File: src/rtl/gray_pkg.sv
// rtl/gray_pkg.sv - shared Gray-code helpers and counter mode constants
package gray_pkg;

  localparam bit MODE_WRAP = 1'b1;
  localparam bit MODE_SAT  = 1'b0;

  // Largest code of an n-bit Gray sequence: 1 followed by n-1 zeros.
  function automatic logic [31:0] gray_max(input int n);
    return 32'h1 << (n - 1);
  endfunction

  // Callers zero-extend narrower codes; the zero upper bits leave the low bits exact.
  function automatic logic [31:0] gray2bin(input logic [31:0] g);
    logic [31:0] b;
    b[31] = g[31];
    for (int i = 30; i >= 0; i--) begin
      b[i] = b[i+1] ^ g[i];
    end
    return b;
  endfunction

  function automatic logic [31:0] bin2gray(input logic [31:0] b);
    return b ^ (b >> 1);
  endfunction

endpackage

File: src/rtl/gray_next_step.sv
// rtl/gray_next_step.sv - combinational single-step Gray successor/predecessor
module gray_next_step
  import gray_pkg::*;
#(
  parameter int N = 4
) (
  input  logic [N-1:0] g,
  input  logic         p,
  input  logic         up_dn,
  output logic [N-1:0] g_next,
  output logic         at_bound
);

  localparam logic [N-1:0] MAX_G = N'(gray_max(N));
  localparam logic [N-1:0] ONE_G = N'(1);

  logic [N-1:0] left_mask;

  // Descending scan, so the lowest set bit below the MSB is the one that sticks.
  always_comb begin
    left_mask = '0;
    for (int i = N - 2; i >= 0; i--) begin
      if (g[i]) left_mask = ONE_G << (i + 1);
    end
  end

  always_comb begin
    g_next   = g;
    at_bound = 1'b0;
    if (up_dn) begin
      if (!p) begin
        g_next = g ^ ONE_G;
      end else if (g == MAX_G) begin
        at_bound = 1'b1;
        g_next   = '0;
      end else begin
        g_next = g ^ left_mask;
      end
    end else begin
      if (p) begin
        g_next = g ^ ONE_G;
      end else if (g == '0) begin
        at_bound = 1'b1;
        g_next   = MAX_G;
      end else begin
        g_next = g ^ left_mask;
      end
    end
  end

endmodule

File: src/rtl/gray_updown_counter.sv
// rtl/gray_updown_counter.sv - up/down Gray counter with load, wrap/saturate, tc and wrap pulse
module gray_updown_counter
  import gray_pkg::*;
#(
  parameter int N    = 4,
  parameter bit WRAP = MODE_WRAP
) (
  input  logic         clk,
  input  logic         reset,
  input  logic         enable,
  input  logic         up_dn,
  input  logic         load,
  input  logic [N-1:0] load_val,
  output logic [N-1:0] gray_out,
  output logic [N-1:0] bin_out,
  output logic         tc,
  output logic         wrap
);

  localparam logic [N-1:0] MAX_G = N'(gray_max(N));

  logic [N-1:0] g_q, g_d;
  logic         p_q, p_d;
  logic         wrap_q, wrap_d;
  logic [N-1:0] g_next;
  logic         at_bound;

  gray_next_step #(.N(N)) u_step (
    .g        (g_q),
    .p        (p_q),
    .up_dn    (up_dn),
    .g_next   (g_next),
    .at_bound (at_bound)
  );

  // Parity flips on every real step; a saturated boundary step is a hold.
  always_comb begin
    g_d    = g_q;
    p_d    = p_q;
    wrap_d = 1'b0;
    if (load) begin
      g_d = load_val;
      p_d = ^load_val;
    end else if (enable) begin
      if (!at_bound) begin
        g_d = g_next;
        p_d = ~p_q;
      end else if (WRAP == MODE_WRAP) begin
        g_d    = g_next;
        p_d    = ~p_q;
        wrap_d = 1'b1;
      end
    end
  end

  always_ff @(posedge clk or posedge reset) begin
    if (reset) begin
      g_q    <= '0;
      p_q    <= 1'b0;
      wrap_q <= 1'b0;
    end else begin
      g_q    <= g_d;
      p_q    <= p_d;
      wrap_q <= wrap_d;
    end
  end

  assign gray_out = g_q;
  assign bin_out  = N'(gray2bin(32'(g_q)));
  assign tc       = up_dn ? (g_q == MAX_G) : (g_q == '0);
  assign wrap     = wrap_q;

endmodule

File: config.mk
export PLATFORM = sky130hd
export DESIGN_NAME = gray_updown_counter
export DESIGN_NICKNAME = d
export VERILOG_FILES = /design/src/rtl/gray_pkg.sv /design/src/rtl/gray_next_step.sv /design/src/rtl/gray_updown_counter.sv
export SDC_FILE = /design/constraint.sdc
export NUM_CORES = 1
export LEC_CHECK = 0
export CORE_AREA = 2 2 39 41
export DETAILED_ROUTE_END_ITERATION = 10
export DIE_AREA = 0 0 41 43
export PLACE_DENSITY = 0.8
export SYNTH_ARGS = -nofsm -noshare
export SYNTH_HDL_FRONTEND = slang
export SYNTH_SLANG_ARGS = --single-unit
File: constraint.sdc
create_clock -name clk -period 2.8 [get_ports clk]
set_clock_uncertainty 0.15 [all_clocks]
set_input_delay 0.28 -clock clk [delete_from_list [all_inputs] [get_ports clk]]
set_output_delay 0.28 -clock clk [all_outputs]
set_load 0.05 [all_outputs]
### Yosys cells after proc, flatten, opt, wreduce, memory -nomap -nowiden

Cells that the tools add are included.
W data, S select, Z words.

| cells by class | value |
|---|---|
| add/sub/neg operators | 0 |
| multiply operators | 0 |
| divide/modulo/power cells | 0 |
| $lt $le $gt $ge | 0 |
| equal/unequal tests | 3 |
| shift operators | 0 |
| multiplexer cells | 21 |
| bitwise logic cells | 6 |
| reduce and logical (&&, ||, !) cells | 4 |

Operators by type and width:

| cell | count |
|---|---|
| $mux W4 | 10 |
| $mux W1 | 11 |
| $eq A4 B4 Y1 const B | 1 |
| $logic_not A4 Y1 | 1 |
| $reduce_xor A4 Y1 | 1 |
| $xor A4 B4 Y4 | 1 |
| $ne A3 B1 Y1 const B | 1 |
| $ne A3 B3 Y1 const B | 1 |
| $reduce_and A3 Y1 | 1 |
| $xor A1 B1 Y1 | 3 |
| $not A1 Y1 | 2 |
| $reduce_bool A2 Y1 | 1 |

| storage, ports and cells | value |
|---|---|
| bits in registers | 6 |
| bits in latches | 0 |
| RAM bits | 0 |
| memory bits (read-only) | 0 |
| memories | 0 |

### Depth between registers and ports, before layout

Gate-level depths: netlist (run 1).

| logic depth | value |
|---|---|
| depth after elaboration | 9 |
| mapped depth | 6 |
| gate-level depth less buffers | 6 |

### By module

A second synthesis (run 1) with hierarchy kept.

| unflattened totals | value |
|---|---|
| cell total of the unflattened synthesis | 62 |
| area total of the unflattened synthesis | 534.3 sq um |

Modules (own cells, without submodules):

| module | times used | cells an instance | area an instance (sq um) | sequential area each (sq um) |
|---|---|---|---|---|
| gray_updown_counter | 1 | 38 | 361.6 | 150.1 |
| gray_next_step | 1 | 24 | 172.7 | 0.0 |

### Worst setup path before layout (run 1)

No wires, ideal clock.

| path | value |
|---|---|
| path kind | register to output |
| start | reg g_q[3], in the netlist gray_out[3] |
| end | out bin_out[0] |
| data arrival time | 2.848 ns |
| data required time | 2.370 ns |
| setup slack | -0.478 ns |
| stages on the path, launching flop included | 5 |
| path through | dfrtp_1 > inv_1 > ha_1 > xor2_1 > xnor2_1 |

| on the way | value |
|---|---|
| cells in the longest elaborated chain, start to end | 3 |

Ends and longest elaborated chain:

| what | line | RTL |
|---|---|---|
| from (decl) | gray_updown_counter.sv:22 | `logic [N-1:0] g_q, g_d;` |
| from (signal assigned) | gray_updown_counter.sv:62 | `g_q <= g_d;` |
| $xor A1 B1 Y1 | gray_pkg.sv:17 | `b[i] = b[i+1] ^ g[i];` |
| via bin_out[2] | gray_updown_counter.sv:15 | `output logic [N-1:0] bin_out,` |
| $xor A1 B1 Y1 | gray_pkg.sv:17 |  |
| via bin_out[1] | gray_updown_counter.sv:15 |  |
| $xor A1 B1 Y1 | gray_pkg.sv:17 |  |
| to (decl) | gray_updown_counter.sv:15 |  |

The timed path passes the listed nets, and every way through them passes these cells.

### Worst setup path after layout (run 1)

| path | value |
|---|---|
| start | reg g_q[3], in the netlist gray_out[3] |
| end | out bin_out[1] |

| on the way | value |
|---|---|
| cells in the longest elaborated chain, start to end | 2 |

Ends and longest elaborated chain:

| what | line |
|---|---|
| $xor A1 B1 Y1 (2 in a row) | gray_pkg.sv:17 |

No other way between the ends.

==> results of run 1 <==
-- stage by stage --
stage                     area [um^2]  hold WS, ns  std cells
final                             763        0.104         94
after CTS                         763        0.120         94
after floorplan                   576      -0.0790         61
after global placement            741        0.365         91
after global routing              763        0.138         94
after detailed placement          741        0.383         91
-- final cells by class --
class	instances	area, um^2
Clock buffer	3	22.5
Fill cell	139	621
Inverter	5	18.8
Multi-Input combinational cell	46	377
Sequential cell	6	150
Tap cell	16	20.0
Timing Repair Buffer	18	175
-- registers in the layout, indices dropped and copies added (netlist names) --
register / cells
gray_out: 4
p_q: 1
wrap: 1
-- worst max-delay path by stage --
stage	startpoint	end	slack (ns)
2_1_floorplan	gray_out[3]$_DFFE_PP0P_	bin_out[0]	0.02
3_3_place_gp	gray_out[3]$_DFFE_PP0P_	bin_out[1]	0.47
3_5_place_dp	gray_out[3]$_DFFE_PP0P_	bin_out[1]	0.41
4_1_cts	gray_out[3]$_DFFE_PP0P_	bin_out[1]	0.15
5_1_grt	gray_out[3]$_DFFE_PP0P_	bin_out[1]	0.05
6_report	gray_out[3]$_DFFE_PP0P_	bin_out[1]	0.16
-- kinds of logic after synthesis --
logic type / count (synthesis) / synth area share [%]
AND/OR/NAND/NOR: 22 / 20.3
AO/OA/AOI/OAI: 11 / 16.4
buffers and inverters: 9 / 8.88
XOR/XNOR: 8 / 16.2
flip-flops: 6 / 27.3
adder cells (fa/ha/maj): 4 / 9.11
multiplexers: 1 / 1.82
-- cells in the mapped netlist (all sizes together) --
| cell | count |
|---|---|
| nand2 | 8 |
| clkbuf | 1 |
| o221ai | 1 |
| xnor2 | 6 |
| o21ai | 2 |
| nor2 | 3 |
| a211o | 1 |
| nor3 | 1 |
| and3 | 2 |
| xor2 | 2 |
| a31oi | 1 |
| a21oi | 1 |
| nor3b | 2 |
| a21boi | 1 |
| inv | 5 |
| a221o | 1 |
| o211ai | 1 |
| ha | 4 |
| nor2b | 1 |
| a211oi | 1 |
| mux2i | 1 |
| nor4 | 1 |
| nand3 | 3 |
| dfrtp | 6 |
| buf | 3 |
| nand2b | 1 |
| o21bai | 1 |
-- metal layers --
layer  wire, um  GRT usage, %
met4         17          6.00
met3         64          5.24
met1        505          19.5
met2        680          30.9
met5          0             0
-- power breakdown --
group          leakage, nW  switching (W)  internal [W]
Clock               0.0138      0.0000344     0.0000487
Sequential          0.0742      0.0000240     0.0000986
Combinational        0.234       0.000204      0.000131
Total                0.322       0.000263      0.000278
-- worst max-delay path, stage by stage (launching register included) --
cell and delay [ns]:
dfrtp_1 0.40, inv_1 0.09, ha_1 0.33, xor2_2 0.28, clkdlybuf4s50_1 0.86
==> results.md, run 1 <==
* Clock sink total at 6
* Critical path class: register to output port
* Final setup margin at 0.161 ns
* R2R Path Start: gray_out[0]$_DFFE_PP0P_
* Seq/Total Area, Yosys at 27.3%
* CTS H-tree depth at 1
* Routed WL per cell at 13.5 um
* Ys Warns at 0
* GP Congestion at 0.819
* TritonCTS Buffers at 3
* Die Y-Extent at 43 um
* Worst reg2reg setup slack at a little under 0.8 ns
* Minimum clock period at roughly 2.6 ns
* Unique masters post-synth at 31
* Post-route setup TNS at 0 ns
* CTS Root Cell: clkbuf_4
* Final setup viols at 0
* Most frequent cells in the layout: 16 x clkdlybuf4s50_1, 7 x nand2_1, 6 x dfrtp_1, 5 x inv_1
* Largest cells by area after synthesis: dfrtp_1 27%, ha_1 9.1%, xnor2_1 8.0%
* Max-cap violations at 0
* Post-synth top area cell: dfrtp_1
* Worst skew pair latency at 0.25 ns
* CTS tree: built
* Status: finished clean
* Buffers added on ports at 18
* Fraction of layout cells with a size suffix above 1 at 15.4%
* Register bit count reported by yosys at 6
* Depth of the most critical reg-to-reg path at 6
* Die Wd at 41 um
* Area share of the largest cell type after synthesis at 27.3%
* Vias in the first global route at 461
* Effective utilization at floorplan at 39.7%
* Avg Inst Size Synth at 9.00 um^2
* Gr ovfl total at 0
* # rows at 14
* Leak at 0.322 nW
* Total GRT Usage at between 10% and 20%
* Hold-fix buffers, CTS at 0
* Post-CTS Setup Inserts at 0
* Die footprint at 1760 um^2
* DRC Markers at 0
* Post-DP HPWL at 1040 um
* DR pass1 iterations at 3
* Worst setup EP type: output port
* Layout area overhead at 39.0%
* First-pass GRT wire length at between 2000 and 2500 um
* Final-report max-slew violation count at 0
* Worst slew pin tran at 0.511 ns
* Initial antenna violation count at 0
* Pre-CTS setup slack at 0.414 ns
* RSZ-0062 raised after global routing: no
* FF-to-FF End: gray_out[2]$_DFFE_PP0P_
* Top Ports at 19
* Final net count at 93
* Period utilisation layout at 94.2%
* Slew headroom at 65.8%
* Startpoint type of the worst setup path: register
* Cells after Synth at 61
* Largest net degree at the start of global routing at 14
* CP Max Fanout at 5
* Synthesized area at approximately 550 um^2
* Vias at 489
* 1st-iter DRT viols at 7
* Worst Path Arrival at about 2.2 ns
* Final antenna diode count at 0
* Final Util at a little under three fifths
* Vias/cell at around 5.2
* Commonest non-fill, non-tap cell in the layout: clkdlybuf4s50_1
* Antenna Nets Post-Route at 0
* Final Total Pwr at 0.000541 W
* VDD IR max at 0.000405 V
* Post-Syn Nets at 74
* Clock Pin Slew Worst Setup and Hold Paths at around 0.05 ns
* Max Root-Sink Buffers at 2
* Post-cts sizing count at 0
* Worst hold-check path type: input port to async pin
* Power per cell area at 708 nW/um^2
* Core area at 1380 um^2
* Max Freq at 0.379 GHz
* CP required at 2.37 ns
* Final hold viol count at 0
* Post-Route WL at 1270 um
Note: power is estimated with default switching activity, not from simulation.
==> inputs of run 2 (changes only) <==
--- a/config.mk
+++ b/config.mk
@@ -8,7 +8,9 @@
 export CORE_AREA = 2 2 39 41
 export DETAILED_ROUTE_END_ITERATION = 10
 export DIE_AREA = 0 0 41 43
+export HOLD_SLACK_MARGIN = 0.06
 export PLACE_DENSITY = 0.8
+export SKIP_CTS_REPAIR_TIMING = 1
 export SYNTH_ARGS = -nofsm -noshare
 export SYNTH_HDL_FRONTEND = slang
 export SYNTH_SLANG_ARGS = --single-unit
==> results of run 2 <==
The final DEF is identical to that of run 1; final timing and power are the same.
